<file path="src/rtl/instr_loader.sv">
//==============================================================================
// instr_loader: streams little-endian bytes into 32-bit instruction RAM words
// and holds the CPU core in reset until the load completes.
// Optional macro LOADER_CHECKSUM_EN adds a trailing 32-bit checksum check.
// Revision: 1.0
//==============================================================================
`timescale 1ns/1ps
`default_nettype none

module instr_loader #(
    parameter int unsigned WORDS = 2048
) (
    input  logic        clk_i,
    input  logic        rst_ni,
    input  logic        start_i,
    input  logic        byte_valid_i,
    input  logic [7:0]  byte_i,
    output logic        byte_ready_o,
    output logic        write_o,
    output logic [12:0] addr_o,
    output logic [31:0] data_o,
    output logic        busy_o,
    output logic        done_o,
    output logic        core_rst_no,
    output logic        err_o
);

    localparam logic [10:0] LAST_WORD = 11'(WORDS - 1);

`ifdef LOADER_CHECKSUM_EN
    typedef enum logic [2:0] {
        S_IDLE  = 3'd0,
        S_RECV  = 3'd1,
        S_WRITE = 3'd2,
        S_DONE  = 3'd3,
        S_CHECK = 3'd4,
        S_ERR   = 3'd5
    } state_t;
`else
    typedef enum logic [1:0] {
        S_IDLE  = 2'd0,
        S_RECV  = 2'd1,
        S_WRITE = 2'd2,
        S_DONE  = 2'd3
    } state_t;
`endif

    state_t      state_q, state_d;
    logic [10:0] wcnt_q, wcnt_d;
    logic [1:0]  bcnt_q, bcnt_d;
    logic [23:0] word_q, word_d;
    logic [12:0] addr_q, addr_d;
    logic [31:0] data_q, data_d;
`ifdef LOADER_CHECKSUM_EN
    logic [31:0] sum_q, sum_d;
`endif

    always_ff @(posedge clk_i) begin
        if (!rst_ni) begin
            state_q <= S_IDLE;
            wcnt_q  <= '0;
            bcnt_q  <= '0;
            word_q  <= '0;
            addr_q  <= '0;
            data_q  <= '0;
`ifdef LOADER_CHECKSUM_EN
            sum_q   <= '0;
`endif
        end else begin
            state_q <= state_d;
            wcnt_q  <= wcnt_d;
            bcnt_q  <= bcnt_d;
            word_q  <= word_d;
            addr_q  <= addr_d;
            data_q  <= data_d;
`ifdef LOADER_CHECKSUM_EN
            sum_q   <= sum_d;
`endif
        end
    end

    always_comb begin
        state_d      = state_q;
        wcnt_d       = wcnt_q;
        bcnt_d       = bcnt_q;
        word_d       = word_q;
        addr_d       = addr_q;
        data_d       = data_q;
`ifdef LOADER_CHECKSUM_EN
        sum_d        = sum_q;
`endif
        byte_ready_o = 1'b0;
        write_o      = 1'b0;
        busy_o       = 1'b0;
        done_o       = 1'b0;
        core_rst_no  = 1'b0;
        err_o        = 1'b0;

        unique case (state_q)
            S_IDLE: begin
                if (start_i) begin
                    state_d = S_RECV;
                    wcnt_d  = '0;
                    bcnt_d  = '0;
`ifdef LOADER_CHECKSUM_EN
                    sum_d   = '0;
`endif
                end
            end
            S_RECV: begin
                byte_ready_o = 1'b1;
                busy_o       = 1'b1;
                if (byte_valid_i) begin
                    bcnt_d = bcnt_q + 2'd1;
                    unique case (bcnt_q)
                        2'd0: word_d[7:0]   = byte_i;
                        2'd1: word_d[15:8]  = byte_i;
                        2'd2: word_d[23:16] = byte_i;
                        default: begin
                            // Address and data are latched here so they stay put after the strobe.
                            data_d  = {byte_i, word_q};
                            addr_d  = {wcnt_q, 2'b00};
                            state_d = S_WRITE;
                        end
                    endcase
                end
            end
            S_WRITE: begin
                write_o = 1'b1;
                busy_o  = 1'b1;
`ifdef LOADER_CHECKSUM_EN
                sum_d   = sum_q + data_q;
`endif
                if (wcnt_q == LAST_WORD) begin
`ifdef LOADER_CHECKSUM_EN
                    state_d = S_CHECK;
`else
                    state_d = S_DONE;
`endif
                end else begin
                    wcnt_d  = wcnt_q + 11'd1;
                    state_d = S_RECV;
                end
            end
`ifdef LOADER_CHECKSUM_EN
            S_CHECK: begin
                byte_ready_o = 1'b1;
                busy_o       = 1'b1;
                if (byte_valid_i) begin
                    bcnt_d = bcnt_q + 2'd1;
                    unique case (bcnt_q)
                        2'd0: word_d[7:0]   = byte_i;
                        2'd1: word_d[15:8]  = byte_i;
                        2'd2: word_d[23:16] = byte_i;
                        default: state_d = ({byte_i, word_q} == sum_q) ? S_DONE : S_ERR;
                    endcase
                end
            end
            S_ERR: begin
                err_o = 1'b1;
            end
`endif
            S_DONE: begin
                done_o      = 1'b1;
                core_rst_no = 1'b1;
            end
            default: state_d = S_IDLE;
        endcase
    end

    assign addr_o = addr_q;
    assign data_o = data_q;

endmodule

`default_nettype wire

</file>
<file path="config.mk">
export PLATFORM = sky130hd
export DESIGN_NAME = instr_loader
export DESIGN_NICKNAME = d
export VERILOG_FILES = /design/src/rtl/instr_loader.sv
export SDC_FILE = /design/constraint.sdc
export NUM_CORES = 1
export LEC_CHECK = 0
export ABC_AREA = 0
export CAP_MARGIN = 20
export CORE_MARGIN = 2
export CORE_UTILIZATION = 40
export DETAILED_ROUTE_END_ITERATION = 16
export SLEW_MARGIN = 15
export SYNTH_ARGS = -nofsm -noshare
export SYNTH_HDL_FRONTEND = slang
export SYNTH_SLANG_ARGS = --single-unit
</file>
<file path="constraint.sdc">
create_clock -name clk_i -period 1.9 [get_ports clk_i]
set_input_delay 0.285 -clock clk_i [delete_from_list [all_inputs] [get_ports clk_i]]
set_output_delay 0.285 -clock clk_i [all_outputs]
set_load 0.005 [all_outputs]
</file>
==> impl_metrics.yaml, run 1 <==
final_layout:
  fillers: 842
  layout-drive-gt1-share: 0.0931
  instances_no_fill: 559
  nNetsFinal: 469
  final_core_util: 0.511
  stdcell_area_sq_um: 4410
  antennaDiodeCount: 0
  synthToLayoutAreaGrowth_pct: 25.0
logic_synthesis:
  synth_area_sq_um: 3530
  synth_cell_type_count: 41
  synth_mux_area_frac: 0.0741
  seq_area_frac_synth: 0.465
  synth_fa_ha_area_frac: 0.0390
  synth_xor_area_frac: 0
  ys.flop_type: "dfxtp_1"
  synth_edf_count: 0
  synth_compound_area_frac: 0.155
  syn_avg_cell_area_sq_um: 9.07
  yosysWarnings: 0
  async_flop_share: 0
  synth_top_family_by_area: "simple AND/OR/NAND/NOR gates"
  synth_seq_cells: 82
  synth_cells: 389
  synth-simple-area-share: 0.212
timing:
  fin_crit_ns: 1.86
  fin_ws_ns: 0.0373
  rsz0062_at_grt: "yes"
  setup_violations: 0
  hold_violations: 0
  slew_viol_final: 0
  skew_ns: 0.00997
  clock.fmax_mhz: 537
  finalCritPeriodShare: 0.980
power:
  p_total_uw: 3320
  irDropWorstVdd_v: 0.000359
  p_leak_uw: 0.00165
  powerDensity_nw_per_um2: 753
clock_tree:
  postCtsHoldBufs: 0
  clkSinkCount: 82
  cts_made_buffers: 9
  cts_tree: "done"
  cts.htree.levels: 3
  cts.root.buffer_cell: "clkbuf_8"
  cts_buffer_depth: 2
  clk_pin_slew_worst_paths_ns: 0.10
  postCtsSetupRepairBufs: 0
  clock_latency_ns: 0.35
routing:
  drt_first_iter_violations: 111
  drc: 0
  drt-pass1-iter-count: 4
  drt-total-wl_microns: 7810
  wire_per_inst_microns: 14.0
  viasPerCell: 4.89
  vias: 2734
  drtAntennaViolNets: 0
placed_design:
  placed_area_sq_um: 4200
  gp_congestion: 0.744
  dp.cells: 543
  numPortBuffers: 59
  dpl.hpwl_microns: 5190
  dp_slack_ns: 0.0672
critical_path:
  crit_path_max_fanout: 5
  end_kind: "primary output"
  critPathKind: "flop to primary output"
  cp.required_ns: 1.62
  ff2ff_path_depth: 6
  cp-start-kind: "flop"
  critPathArrivalTime_ns: 1.58
job:
  maxCapViolCount: 0
floorplanning:
  die_w_microns: 97.9
  fp.dieArea_sq_um: 9590
  rows: 34
  num_io_pins: 63
  die_y_microns: 97.9
  initial_core_util: 0.409
  core_area_sq_um: 8640
hold_path:
  hp-class: "primary input to flop"
  min_path_cells: 3
grt:
  grt_pass1_vias: 2645
  antenna_found_initial: 0
  grt_overflow: 0
  grt_pass1_wl_microns: 12800
  grtUsageTotal: 0.166
  grt_max_degree: 44
run_status:
  status: "complete, no violations"
==> cell usage in the layout, fill, tap and decap left out, drive strengths merged, types with 3 or more instances in the layout <==
master	n
a21boi	45
a21oi	8
and3	3
buf	14
clkbuf	9
clkdlybuf4s50	57
conb	3
dfxtp	82
ha	11
inv	9
mux2i	25
nand2	101
nand3	11
nand4	3
nor2	3
nor2b	26
nor3	4
o21ai	6
o22ai	6
==> critical path, stage by stage, from the launching register on <==
cell	delay, ns
dfxtp_4	0.38
inv_1	0.11
ha_2	0.23
clkdlybuf4s50_1	0.51
==> state kept, by name, indices dropped and copies added (netlist names) <==
register	count
word_q	24
addr_o	11
state_q	2
bcnt_q	2
wcnt_q	11
data_o	32
==> final timing paths <==
| path | startpoint | to | slack, ns |
|---|---|---|---|
| max | state_q[1] | byte_ready_o | 0.04 |
| min | rst_ni | wcnt_q[0] | 0.42 |
| max reg2reg | state_q[0] | state_q[0] | 0.13 |
| min reg2reg | data_o[9] | data_o[9] | 0.46 |
==> metal layers <==
| layer | routed length (microns) | track usage | vias up |
|---|---|---|---|
| met2 | 3600 | 0.271 | 49 |
| met5 | 0 | 0 | - |
| li1 | - | - | 1418 |
| met3 | 322 | 0.0365 | 10 |
| met4 | 121 | 0.0694 | 0 |
| met1 | 3760 | 0.213 | 1257 |
==> cells in the mapped netlist, types with 2 or more instances <==
cell type  number  area (sq um)
o22ai_1         5          31.3
clkbuf_8        2          27.5
buf_2           6          30.0
and3_1          3          18.8
ha_1           11           138
inv_1           6          22.5
nor2_1          3          11.3
a21oi_1         8          40.0
nand2_1       101           379
nor2b_1        26           163
mux2i_1        25           250
dfxtp_1        82          1640
buf_4           5          37.5
nand4b_1        2          17.5
a21boi_0       45           338
o21ai_0         6          30.0
nand3_1        11          55.1
nand3b_1        2          15.0
nor3_1          4          20.0
clkbuf_1       13          48.8
nand2b_1        2          12.5
nand4_1         2          12.5
==> area by class of cell <==
| class | count | area, sq um | area share |
|---|---|---|---|
| clock buffer | 9 | 124 | 0.0281 |
| clock inverter | 7 | 61.3 | 0.0139 |
| inverter | 6 | 22.5 | 0.00511 |
| multi-input combinational | 275 | 1720 | 0.391 |
| sequential | 82 | 1650 | 0.374 |
| tap | 108 | 135 | 0.0306 |
| timing repair buffer | 72 | 694 | 0.157 |
==> metrics by stage <==
| stage | hold WS, ns | TNS [ns] |
|---|---|---|
| 6_report | 0.415 | 0 |
| 5_1_grt | 0.440 | -0.0104 |
| 4_1_cts | 0.392 | 0 |
| 3_5_place_dp | 0.455 | 0 |
| 3_3_place_gp | 0.446 | 0 |
| 2_1_floorplan | 0.430 | 0 |
==> what timing repair did <==
item	CTS	global route
resized for setup	7	2
hold endpoints to repair	0	0
setup endpoints to repair	3	2
==> cells by family (layout without fill, tap and decap cells) <==
kind of cell / Yosys count / after routing
other cells: 1 / 3
mux: 26 / 26
flops: 82 / 82
fa+ha+maj: 11 / 11
simple gates: 161 / 161
compound gates: 74 / 74
buf+inv: 34 / 94
==> where the power goes <==
part	switching, uW	internal (uW)
registers	23.4	1750
logic	184	161
clock network	710	498
No activity file was read; power rests on OpenSTA's default activity.
==> run 2: changes to the inputs <==
--- a/config.mk
+++ b/config.mk
@@ -10,6 +10,7 @@
 export CORE_MARGIN = 2
 export CORE_UTILIZATION = 40
 export DETAILED_ROUTE_END_ITERATION = 16
+export SKIP_CTS_REPAIR_TIMING = 1
 export SLEW_MARGIN = 15
 export SYNTH_ARGS = -nofsm -noshare
 export SYNTH_HDL_FRONTEND = slang
==> run 2 against run 1 <==
  * Critical path depth stayed put
  * Die area stayed put
  * Worst hold slack gained 0.0016 ns
  * Setup slack got worse by 0.0014 ns
  * Cell count is 0.18% higher
  * Non-clock buffer count grew 1
  * Clock power is essentially flat
  * Sequential power hardly changed
  * Global-route usage about the same
  * Largest cell class unchanged
==> impl_metrics.yaml, run 2 (same netlist as run 1, synthesis figures left out) <==
timing:
  clock.fmax_mhz: 536
  relSlewSlack: 0.669
  finalCritPeriodShare: 0.981
  worst_pin_slew_ns: 0.493
  rsz0062_at_grt: "yes"
  fin_hold_ws_ns: 0.417
  setup_violations: 0
  skew_ns: 0.00983
  hold_violations: 0
  fin_crit_ns: 1.86
  slew_viol_final: 0
grt:
  grt_pass1_wl_microns: 12900
  grt_overflow: 0
  antenna_found_initial: 0
  grt_max_degree: 44
  grtUsageTotal: 0.166
  grt_pass1_vias: 2646
routing:
  drt-pass1-iter-count: 4
  vias: 2720
  drc: 0
  viasPerCell: 4.86
  drt-total-wl_microns: 7820
  wire_per_inst_microns: 14.0
  drtAntennaViolNets: 0
  drt_first_iter_violations: 105
power:
  p_leak_uw: 0.00166
  irDropWorstVdd_v: 0.000358
  powerDensity_nw_per_um2: 753
critical_path:
  crit_path_max_fanout: 5
  r2r_slack_ns: 0.09
  critPathArrivalTime_ns: 1.58
  r2r_start: "state_q[0]"
  worstReg2RegEnd: "wcnt_q[5]"
  cp-start-kind: "flop"
  end_kind: "primary output"
  ff2ff_path_depth: 6
  cp.required_ns: 1.62
  critPathKind: "flop to primary output"
final_layout:
  synthToLayoutAreaGrowth_pct: 25.2
  fillers: 836
  most-common-layout-cells: "101 x nand2_1, 80 x dfxtp_1, 57 x clkdlybuf4s50_1"
  layout-drive-gt1-share: 0.0929
  instances_no_fill: 560
  antennaDiodeCount: 0
  largest_reg_flops: 32
  nNetsFinal: 470
  final_common_cell: "nand2_1"
floorplanning:
  rows: 34
  num_io_pins: 63
  initial_core_util: 0.409
  core_area_sq_um: 8640
  fp.dieArea_sq_um: 9590
  die_y_microns: 97.9
  die_w_microns: 97.9
run_status:
  status: "complete, no violations"
placed_design:
  dpl.hpwl_microns: 5190
  dp.cells: 543
  gp_congestion: 0.744
  numPortBuffers: 59
hold_path:
  holdCritStartpoint: "rst_ni"
  min_to: "wcnt_q[0]"
  hp-class: "primary input to flop"
  min_path_cells: 3
job:
  maxCapViolCount: 0
clock_tree:
  cts.root.buffer_cell: "clkbuf_8"
  cts_buffer_depth: 2
  cts_tree: "done"
  clk_pin_slew_worst_paths_ns: 0.09
  clkSinkCount: 82
  cts.htree.levels: 3
  clock_latency_ns: 0.36
  cts_made_buffers: 9
==> run 2: how the worst max path moves through the flow <==
stage | start | end | slack, ns
2_1_floorplan | state_q[0] | wcnt_q[5] | 0.29
3_5_place_dp | state_q[0] | wcnt_q[5] | 0.07
4_1_cts | state_q[0] | busy_o | -0.12
5_1_grt | state_q[1] | byte_ready_o | -0.01
6_report | state_q[1] | byte_ready_o | 0.04
3_3_place_gp | state_q[0] | wcnt_q[5] | 0.15
==> run 2: area by class of cell <==
cell class,count,area (sq um),area share
Inverter,6,22.5,0.00510
Clock inverter,7,61.3,0.0139
Clock buffer,9,124,0.0280
Sequential cell,82,1650,0.373
Timing Repair Buffer,73,706,0.160
Tap cell,108,135,0.0306
Multi-Input combinational cell,275,1720,0.389
==> run 2: worst max-delay path, stage by stage (launching register included) <==
cell and delay [ns]:
dfxtp_4 0.38, inv_1 0.11, ha_2 0.23, clkdlybuf4s50_1 0.51
==> run 2: per-stage QoR <==
step	total power, uW	utilization	cell area (sq um)	TNS, ns	worst slack [ns]
5_1_grt	3460	0.512	4420	-0.0226	-0.00966
3_3_place_gp	2140	0.486	4200	0	0.151
2_1_floorplan	2040	-	3540	0	0.290
4_1_cts	3350	0.508	4390	-0.206	-0.118
6_report	3330	0.512	4420	0	0.0359
3_5_place_dp	2150	0.486	4200	0	0.0672
==> run 2: where the power goes <==
| part | total (uW) | switching (uW) | internal, uW |
|---|---|---|---|
| registers | 1770 | 24.0 | 1750 |
| logic | 356 | 186 | 169 |
| clock network | 1200 | 706 | 498 |
| total | 3330 | 916 | 2410 |
==> run 2: per-layer routing <==
| metal | GRT usage | part of all wire |
|---|---|---|
| met1 | 0.215 | 0.49 |
| met2 | 0.269 | 0.46 |
| met3 | 0.0365 | 0.041 |
| met4 | 0.0694 | 0.015 |
| met5 | 0 | 0 |
==> run 3: changes to the inputs <==
--- a/config.mk
+++ b/config.mk
@@ -10,6 +10,7 @@
 export CORE_MARGIN = 2
 export CORE_UTILIZATION = 40
 export DETAILED_ROUTE_END_ITERATION = 16
+export PLACE_DENSITY = 0.64
 export SKIP_CTS_REPAIR_TIMING = 1
 export SLEW_MARGIN = 15
 export SYNTH_ARGS = -nofsm -noshare
==> run 3 against run 2 <==
  * First-iteration DRC count increased by 16%
  * Sequential share of layout area shrank 1.0 points
  * Worst hold slack worse by 0.14 ns
  * Clock skew increased by 0.0038 ns
  * Cell count rose by 0.71%
  * Global-route usage decreased by 0.062 points
  * Final area rose by 2.8%
  * Flip-flop and latch count is the same
  * Register-to-register slack better by 0.14 ns
  * Setup slack improved by 0.0024 ns
  * Die area stayed put
  * Largest power group unchanged
  * Clock power grew 31%
  * Critical endpoint is now busy_o
==> impl_metrics.yaml, run 3 (same netlist as run 1, synthesis figures left out) <==
routing:
  vias: 2783
  drt-pass1-iter-count: 5
  drt-total-wl_microns: 7760
  drt_first_iter_violations: 122
  viasPerCell: 4.93
  drc: 0
  drtAntennaViolNets: 0
  wire_per_inst_microns: 13.8
critical_path:
  worstReg2RegEnd: "wcnt_q[5]"
  critPathArrivalTime_ns: 1.58
  critPathKind: "flop to primary output"
  cp.required_ns: 1.62
  cp-start-kind: "flop"
  crit_path_max_fanout: 4
  end_kind: "primary output"
  ff2ff_path_depth: 6
  r2r_start: "state_q[1]"
  r2r_slack_ns: 0.23
clock_tree:
  cts_tree: "done"
  cts_buffer_depth: 2
  clkSinkCount: 82
  clock_latency_ns: 0.36
  clk_pin_slew_worst_paths_ns: 0.09
  cts.htree.levels: 3
  cts_made_buffers: 9
  cts.root.buffer_cell: "clkbuf_8"
timing:
  finalCritPeriodShare: 0.980
  setup_violations: 0
  slew_viol_final: 0
  setup-tns-final_ns: 0
  fin_crit_ns: 1.86
  skew_ns: 0.0136
  clock.fmax_mhz: 537
  hold_violations: 0
power:
  powerDensity_nw_per_um2: 821
  p_leak_uw: 0.00170
  p_total_uw: 3730
  irDropWorstVdd_v: 0.000434
final_layout:
  most-common-layout-cells: "101 x nand2_1, 80 x dfxtp_1, 58 x clkdlybuf4s50_1"
  synthToLayoutAreaGrowth_pct: 28.7
  instances_no_fill: 564
  largest_reg_flops: 32
  final_common_cell: "nand2_1"
  nNetsFinal: 474
  fillers: 800
  stdcell_area_sq_um: 4540
  layout-drive-gt1-share: 0.107
  antennaDiodeCount: 0
floorplanning:
  num_io_pins: 63
  initial_core_util: 0.409
  die_y_microns: 97.9
  fp.dieArea_sq_um: 9590
  die_w_microns: 97.9
  rows: 34
  core_area_sq_um: 8640
placed_design:
  placed_area_sq_um: 4210
  dp.cells: 544
  dpl.hpwl_microns: 5210
  numPortBuffers: 59
  gp_congestion: 0.793
grt:
  grtUsageTotal: 0.165
  grt_overflow: 0
  antenna_found_initial: 0
  grt_max_degree: 40
  grt_pass1_vias: 2615
  grt_pass1_wl_microns: 12900
hold_path:
  holdCritStartpoint: "rst_ni"
  hp-class: "primary input to flop"
  min_to: "addr_o[10]"
  min_path_cells: 2
job:
  maxCapViolCount: 0
run_status:
  status: "complete, no violations"
## run 3: cell count changes in the layout (fill, tap and decap cells not counted), sizes merged
cell,before,now
clkdlybuf4s50,57,58
inv,9,8
dlymetal6s2s,1,0
bufinv,0,3
buf,15,19
clkinvlp,2,1
clkinv,2,1
## run 3: how the worst max path moves through the flow
stage	start	to	slack, ns
6_report	state_q[1]	busy_o	0.04
2_1_floorplan	state_q[0]	wcnt_q[5]	0.29
3_3_place_gp	state_q[0]	wcnt_q[5]	0.16
3_5_place_dp	state_q[0]	wcnt_q[5]	0.06
5_1_grt	state_q[1]	busy_o	-0.005
4_1_cts	state_q[1]	byte_ready_o	-0.17
## run 3: metrics by stage
stage | util | setup slack, ns | hold WS, ns
2_1_floorplan | - | 0.290 | 0.430
3_3_place_gp | 0.487 | 0.162 | 0.450
3_5_place_dp | 0.487 | 0.0634 | 0.457
4_1_cts | 0.516 | -0.167 | 0.278
5_1_grt | 0.526 | -0.00526 | 0.284
6_report | 0.526 | 0.0383 | 0.277
## run 3: layout make-up
type	count	area (sq um)	share of cell area
Tap cell	108	135	0.0298
Timing Repair Buffer	77	741	0.163
Clock buffer	9	124	0.0273
Sequential cell	82	1650	0.363
Multi-Input combinational cell	275	1740	0.384
Clock inverter	7	124	0.0273
Inverter	6	25.0	0.00551
## run 3: layer usage
layer / vias to the layer above / GRT usage / part of all wire
met5: - / 0 / 0
met4: 0 / 0.0609 / 0.012
met3: 10 / 0.0358 / 0.041
met2: 60 / 0.260 / 0.46
met1: 1282 / 0.224 / 0.49
li1: 1431 / - / -
## run 3: critical path: stages, from the launching register on
cell	delay [ns]
dfxtp_4	0.39
inv_2	0.07
ha_4	0.27
clkdlybuf4s50_1	0.49
## run 3: where the power goes
group | leakage (uW) | switching [uW] | internal [uW]
registers | 0.000662 | 26.2 | 1750
clock network | 0.000120 | 683 | 885
logic | 0.000922 | 192 | 197
